<file path="src/rtl/writeback_stage.sv">
// MEM/WB pipeline register and writeback-select stage: load extraction, misalign flagging, register-file write port.
// Optional retired-instruction counter enabled by defining WB_INSTRET_EN.
module writeback_stage #(
  parameter int DataWidth  = 32,
  parameter int RegAddress = 5
) (
  input  logic                  clk,
  input  logic                  rst,
  input  logic                  mem_valid,
  output logic                  mem_ready,
  input  logic                  stall,
  input  logic                  flush,
  input  logic                  mem_reg_write,
  input  logic [RegAddress-1:0] mem_rd_addr,
  input  logic [1:0]            mem_wb_sel,
  input  logic [2:0]            mem_funct3,
  input  logic [DataWidth-1:0]  mem_alu_result,
  input  logic [DataWidth-1:0]  mem_pc4,
  input  logic [DataWidth-1:0]  mem_load_data,
  output logic                  write_enale,
  output logic [RegAddress-1:0] writedata_add,
  output logic [DataWidth-1:0]  write_data,
  output logic                  wb_valid,
  output logic                  load_misaligned,
  output logic [63:0]           instret
);

  typedef enum logic [1:0] {
    SEL_ALU  = 2'b00,
    SEL_LOAD = 2'b01,
    SEL_PC4  = 2'b10,
    SEL_NONE = 2'b11
  } wb_sel_e;

  typedef enum logic [2:0] {
    F3_LB  = 3'b000,
    F3_LH  = 3'b001,
    F3_LW  = 3'b010,
    F3_LBU = 3'b100,
    F3_LHU = 3'b101
  } funct3_e;

  logic                  capture;
  logic [1:0]            offset;
  logic [7:0]            byte_sel;
  logic [15:0]           half_sel;
  logic [DataWidth-1:0]  load_data;
  logic                  load_ok;
  logic                  load_mis;
  logic [DataWidth-1:0]  next_data;
  logic                  next_write;
  logic                  next_mis;

  logic                  reg_write;
  logic [RegAddress-1:0] rd;
  logic [DataWidth-1:0]  data;

  assign capture   = mem_valid && !stall && !flush;
  assign mem_ready = !stall;

  assign offset   = mem_alu_result[1:0];
  assign byte_sel = mem_load_data[{offset, 3'b000} +: 8];
  assign half_sel = offset[1] ? mem_load_data[31:16] : mem_load_data[15:0];

  always_comb begin
    load_data = '0;
    load_ok   = 1'b1;
    load_mis  = 1'b0;
    case (mem_funct3)
      F3_LB:  load_data = {{(DataWidth-8){byte_sel[7]}}, byte_sel};
      F3_LBU: load_data = {{(DataWidth-8){1'b0}}, byte_sel};
      F3_LH: begin
        load_data = {{(DataWidth-16){half_sel[15]}}, half_sel};
        load_mis  = offset[0];
      end
      F3_LHU: begin
        load_data = {{(DataWidth-16){1'b0}}, half_sel};
        load_mis  = offset[0];
      end
      F3_LW: begin
        load_data = mem_load_data;
        load_mis  = |offset;
      end
      default: load_ok = 1'b0;
    endcase
  end

  always_comb begin
    next_data  = '0;
    next_write = 1'b0;
    next_mis   = 1'b0;
    case (mem_wb_sel)
      SEL_ALU: begin
        next_data  = mem_alu_result;
        next_write = mem_reg_write;
      end
      SEL_LOAD: begin
        next_data  = load_data;
        next_write = mem_reg_write && load_ok && !load_mis;
        next_mis   = load_mis;
      end
      SEL_PC4: begin
        next_data  = mem_pc4;
        next_write = mem_reg_write;
      end
      default: begin
        next_data  = '0;
        next_write = 1'b0;
      end
    endcase
  end

  // Payload registers hold stale values across bubbles; wb_valid gates every use.
  always_ff @(posedge clk or negedge rst) begin
    if (!rst) begin
      wb_valid        <= 1'b0;
      reg_write       <= 1'b0;
      rd              <= '0;
      data            <= '0;
      load_misaligned <= 1'b0;
    end else begin
      wb_valid        <= capture;
      load_misaligned <= capture && next_mis;
      if (capture) begin
        reg_write <= next_write;
        rd        <= mem_rd_addr;
        data      <= next_data;
      end
    end
  end

  assign write_enale   = wb_valid && reg_write && (rd != '0);
  assign writedata_add = rd;
  assign write_data    = data;

`ifdef WB_INSTRET_EN
  logic [63:0] instret_q;

  always_ff @(posedge clk or negedge rst) begin
    if (!rst) begin
      instret_q <= '0;
    end else if (wb_valid) begin
      instret_q <= instret_q + 64'd1;
    end
  end

  assign instret = instret_q;
`else
  assign instret = '0;
`endif

endmodule

</file>
<file path="config.mk">
export PLATFORM = sky130hd
export DESIGN_NAME = writeback_stage
export DESIGN_NICKNAME = d
export VERILOG_FILES = /design/src/rtl/writeback_stage.sv
export SDC_FILE = /design/constraint.sdc
export NUM_CORES = 1
export LEC_CHECK = 0
export BUFFER_PORTS_ARGS = -buffer_cell sky130_fd_sc_hd__clkbuf_2
export CORE_MARGIN = 2
export CORE_UTILIZATION = 42
export DETAILED_ROUTE_END_ITERATION = 8
export HOLD_SLACK_MARGIN = 0.06
export PLACE_DENSITY_LB_ADDON = 0.2
export SETUP_SLACK_MARGIN = 0.2
export SLEW_MARGIN = 20
export SYNTH_ARGS = -nofsm -noshare
export SYNTH_HDL_FRONTEND = slang
export SYNTH_SLANG_ARGS = --single-unit
</file>
<file path="constraint.sdc">
create_clock -name clk -period 1.3 [get_ports clk]
set_clock_uncertainty 0.1 [all_clocks]
set_input_delay 0.065 -clock clk [delete_from_list [all_inputs] [get_ports clk]]
set_output_delay 0.065 -clock clk [all_outputs]
set_load 0.02 [all_outputs]
</file>
== Word level (Yosys, flattened, before mapping) ==
Cells that the tools add are included.
Storage, ports and cells
  register bits after elaboration: 40
  logic and storage cells: 36
Cells by class
  reduce and logical (&&, ||, !) cells: 17
  equal/unequal tests: 6
  muxes and demuxes: 7
  shift-type cells: 1
Operator list (number)
  $pmux 32 s5: 1
  $pmux 32 s3: 1
  $shiftx 32x6->8: 1
  $mux 16: 1
  $logic_and 1x1->1: 7
  $eq 3x3->1 const B: 2
  $reduce_or 2->1: 3
  $reduce_bool 5->1: 1
  $reduce_or 5->1: 1
  $pmux 1 s2: 2
  $eq 3x1->1 const B: 1
  $eq 3x2->1 const B: 1
  $logic_not 1->1: 3
  $logic_not 3->1: 1
  $eq 2x1->1 const B: 1
  $eq 2x2->1 const B: 1
  $logic_not 2->1: 1
  $mux 1: 2

== Depth between registers and ports, before layout ==
  depth in word-level cells: 6
  gate-level depth with buffers: 7
  gate-level depth less buffers: 4

== Worst setup path before layout ==
No wires, ideal clock.
  path kind: input to register
  start point: input mem_wb_sel[1]
  end point: register data[15] (netlist: write_data[15])
  stages: 6
  library setup time: 0.129 ns
  arrival time: 1.203 ns
  slack: -0.132 ns
  buffers on the path: 2
  required time: 1.071 ns
  cells stage by stage: buf_2 > buf_1 > mux2i_1 > nor3_1 > a221oi_1 > nand2_1
Between the ends
  longest elaborated chain between the ends: 2
  elaborated cells between the ends (all ways): 4
  those cells by class: 2 x eq/ne; 1 x mux; 1 x reduce/logical
Ends and longest elaborated chain
  start, declared: line 15  | input logic [1:0] mem_wb_sel,
  $eq 2x2->1 (tied with other cells): line 92  | case (mem_wb_sel)
  $pmux 32 s3 (*): line 92
  end signal, assigned: line 127  | data <= next_data;
  end, declared: line 56  | logic [DataWidth-1:0] data;
Every way passes the cells marked *; elsewhere a longest branch is shown, timed or not.
A chain may end at the register's enable or synchronous reset.

== Worst setup path after layout ==
  start point: register rd[3] (netlist: writedata_add[3])
  end point: output write_enale
Between the ends
  longest elaborated chain between the ends: 2
Ends and longest elaborated chain
  start, declared: line 55  | logic [RegAddress-1:0] rd;
  start signal, assigned: line 126  | rd <= mem_rd_addr;
  $reduce_bool 5->1: line 132  | assign write_enale = wb_valid && reg_write && (rd != '0);
  $logic_and 1x1->1: line 132
  end, declared: line 20  | output logic write_enale,
Every way passes these cells.

==> flow_summary.yaml <==
hold_path:
  hold_class: "input pin to register"
detailed_routing:
  finalWirelength_um: 10900
  via_count: 3367
  remaining_drc_errors: 0
  first_iter_violations: 147
  post_drt_wl_per_cell_um: 16.4
  via_per_inst: 5.09
  first_pass_iters: 5
  ant_nets: 0
grt:
  grt_pass1_vias: 3190
  top_usage_layer: "met2"
  overflow: 0
  use_met2: 0.406
  antenna_found_initial: 0
  grt_util_met1: 0.287
  met3_usage: 0.0434
  grt_max_degree: 41
  grt_pass1_wl_um: 15300
  grt_util_all_layers: 0.229
clocking:
  cts-root-buf: "clkbuf_8"
  cts.sinks: 40
  h-tree-depth: 2
  clock_latency_ns: 0.30
  numCtsBuffers: 5
  cts_buffer_depth: 2
  clkTransAtPathRegs_ns: 0.08
  cts_tree: "done"
timing:
  setup_violations: 2
  hold_violations: 0
  grt_setup_unrepaired: "yes"
  period_share: 1.31
  setup_slack_ns: -0.409
  max_freq_mhz: 585
  slew_viol_final: 0
  period_needed_ns: 1.71
setup_path:
  cp_max_fo: 2
  cp-end-kind: "output pin"
  path_buf_inv: 1
  critPathSlowestCell: "dfrtp_1"
  cp.required_ns: 1.13
  reg2reg_slack_ns: 0.22
  critPathArrivalTime_ns: 1.54
  cp-endpoint: "write_enale"
  critical-path-top-delay-family: "flip-flops"
  rr_endpoint: "writedata_add[3]$_DFFE_PN0P_"
  cp-startpoint: "writedata_add[3]$_DFFE_PN0P_"
  critPathMaxStageDelay_ns: 0.40
  r2r_start: "writedata_add[3]$_DFFE_PN0P_"
  worstSetupPathType: "register to output pin"
  cp_num_cells: 3
  r2r_cells: 5
  crit_chain: "or3_4, o311a_4, buf_8"
  critPathLaunchType: "register"
die:
  rows: 31
  fp.dieW_um: 90.8
  dieArea_um2: 8240
  ios: 217
  core_area_um2: 7290
  initial_core_util: 0.434
  die_y_um: 90.8
synthesis:
  synth_edf_count: 0
  synth_flop_cell: "dfrtp_1"
  yosysTopAreaCell: "dfrtp_1"
  ys_seq_elements: 40
  synth_seq_area_share: 0.316
  syn_avg_cell_area_um2: 8.99
  ys_types: 42
  yosys_warnings: 0
  syn_area_um2: 3160
  async_flop_share: 1.00
  synth_area_leaders: "dfrtp_1, buf_4, mux2i_1, nand2_1, a211o_1"
  synth_top_area_frac: 0.316
  syn_inst: 352
pwr:
  power.leakage_nw: 2.71
  pwr_density_cell_nw_per_um2: 888
  p_total_mw: 4.49
  vdd_drop_max_mv: 0.488
final_layout:
  drive_gt1_frac: 0.459
  antennaDiodeCount: 0
  fillCellCount: 593
  syn_to_final_growth_pct: 59.7
  layout.nets: 673
  final_cell_area_um2: 5050
outcome:
  status: "complete, but fails checks"
  violations: "negative setup slack"
job:
  cap_violations: 0
placed_design:
  dp_hpwl_um: 7270
  gp_congestion: 0.831
  io_buffers: 152
  dpl_cell_area_um2: 4060
  preCtsSetupSlack_ns: -0.204
==> cell families (layout without fill, tap and decap cells) <==
group | Yosys count | after routing | share of synthesized area
flops | 40 | 40 | 0.316
compound gates | 85 | 85 | 0.208
buf+inv | 93 | 238 | 0.196
mux | 43 | 43 | 0.136
simple gates | 90 | 92 | 0.143
other cells | 1 | 64 | 0.00119
==> flip-flops by register name, summed over array words and instances (netlist names) <==
name	cells
write_data	32
writedata_add	5
wb_valid	1
load_misaligned	1
reg_write	1
==> through the flow <==
stage / TNS [ns] / cells / hold WS (ns) / util
2_1_floorplan: -1.60 / 415 / -0.331 / -
3_3_place_gp: -4.33 / 607 / -0.0366 / 0.556
3_5_place_dp: -5.12 / 607 / -0.0399 / 0.556
4_1_cts: -0.406 / 648 / 0.0376 / 0.627
5_1_grt: -0.546 / 661 / 0.0727 / 0.693
6_report: -0.486 / 661 / 0.0459 / 0.693
==> power by group <==
group | switching, mW | internal (mW) | total [mW] | leakage [nW]
clock | 0.488 | 0.569 | 1.06 | 0.0541
combinational | 1.03 | 0.828 | 1.86 | 2.13
sequential | 0.138 | 1.43 | 1.57 | 0.518
==> routing by layer <==
layer	up-vias	part of all wire
li1	1575	-
met1	1596	0.39
met3	14	0.075
met2	182	0.52
met5	-	0
met4	0	0.014
==> synthesized netlist by cell type (2+ instances only) <==
| library cell | number |
|---|---|
| nor3b_1 | 2 |
| o21ai_0 | 10 |
| inv_1 | 3 |
| clkbuf_1 | 12 |
| buf_2 | 9 |
| nor2_1 | 11 |
| mux2i_1 | 43 |
| or3b_2 | 2 |
| buf_1 | 2 |
| nor3_1 | 18 |
| dfrtp_1 | 40 |
| nand2b_1 | 2 |
| nand2_1 | 45 |
| a221oi_1 | 15 |
| o31ai_1 | 16 |
| o2bb2ai_1 | 8 |
| a21oi_1 | 9 |
| buf_6 | 2 |
| buf_4 | 65 |
| a211o_1 | 16 |
==> worst min path at each step <==
| stage | cells after the start | startpoint | to |
|---|---|---|---|
| 6_report | 4 | mem_load_data[13] | write_data[13]$_DFFE_PN0P_ |
| 5_1_grt | 4 | mem_load_data[9] | write_data[9]$_DFFE_PN0P_ |
| 4_1_cts | 4 | mem_load_data[13] | write_data[13]$_DFFE_PN0P_ |
| 3_5_place_dp | 2 | rst | write_data[17]$_DFFE_PN0P_ |
| 3_3_place_gp | 2 | rst | write_data[18]$_DFFE_PN0P_ |
| 2_1_floorplan | 0 | rst | load_misaligned$_DFF_PN0_ |
==> cells in the final DEF, fill, tap and decap left out, types with 2 or more instances in the layout <==
cell type / n
nor2_1: 10
dlygate4sd3_1: 31
mux2i_1: 42
a221oi_1: 8
a21oi_2: 5
nor3_2: 2
a21oi_4: 2
or3b_4: 4
nand2b_1: 2
nand2_1: 35
nor3_1: 11
conb_1: 64
nor2_4: 2
clkbuf_16: 6
dfrtp_1: 39
a21oi_1: 2
inv_1: 2
o2bb2ai_1: 8
clkbuf_8: 7
nor3b_4: 2
o21ai_1: 8
o21ai_0: 2
nand2_2: 10
o31ai_1: 15
buf_8: 3
buf_4: 20
buf_12: 11
o31ai_4: 2
clkbuf_2: 145
buf_6: 8
a221oi_2: 7
nor3_4: 5
a211o_1: 16
==> worst register-to-register path: stages, from the launching register on <==
cell,delay (ns)
dfrtp_1,0.40
buf_4,0.14
buf_4,0.13
buf_6,0.11
nand2_1,0.05
nand2_1,0.05
==> what timing repair did <==
item / in CTS / in global routing
hold buffers: 31 / 0
pin swaps: 16 / 25
buffers inserted: 1 / 5
gates resized for setup: 16 / 70
endpoints found under the hold margin: 75 / 0
endpoints found under the setup margin: 26 / 37
cloned: 1 / 8
==> cell type report <==
| type | instances | area (um^2) | share of cell area |
|---|---|---|---|
| clock inverters | 3 | 42.5 | 0.00842 |
| flip-flops and latches | 40 | 1000 | 0.198 |
| inverters | 3 | 11.3 | 0.00223 |
| multi-input cells | 284 | 2080 | 0.411 |
| well taps | 99 | 124 | 0.0245 |
| repair buffers | 227 | 1730 | 0.342 |
| clock buffers | 5 | 68.8 | 0.0136 |
Note: power is estimated with default switching activity, not from simulation.
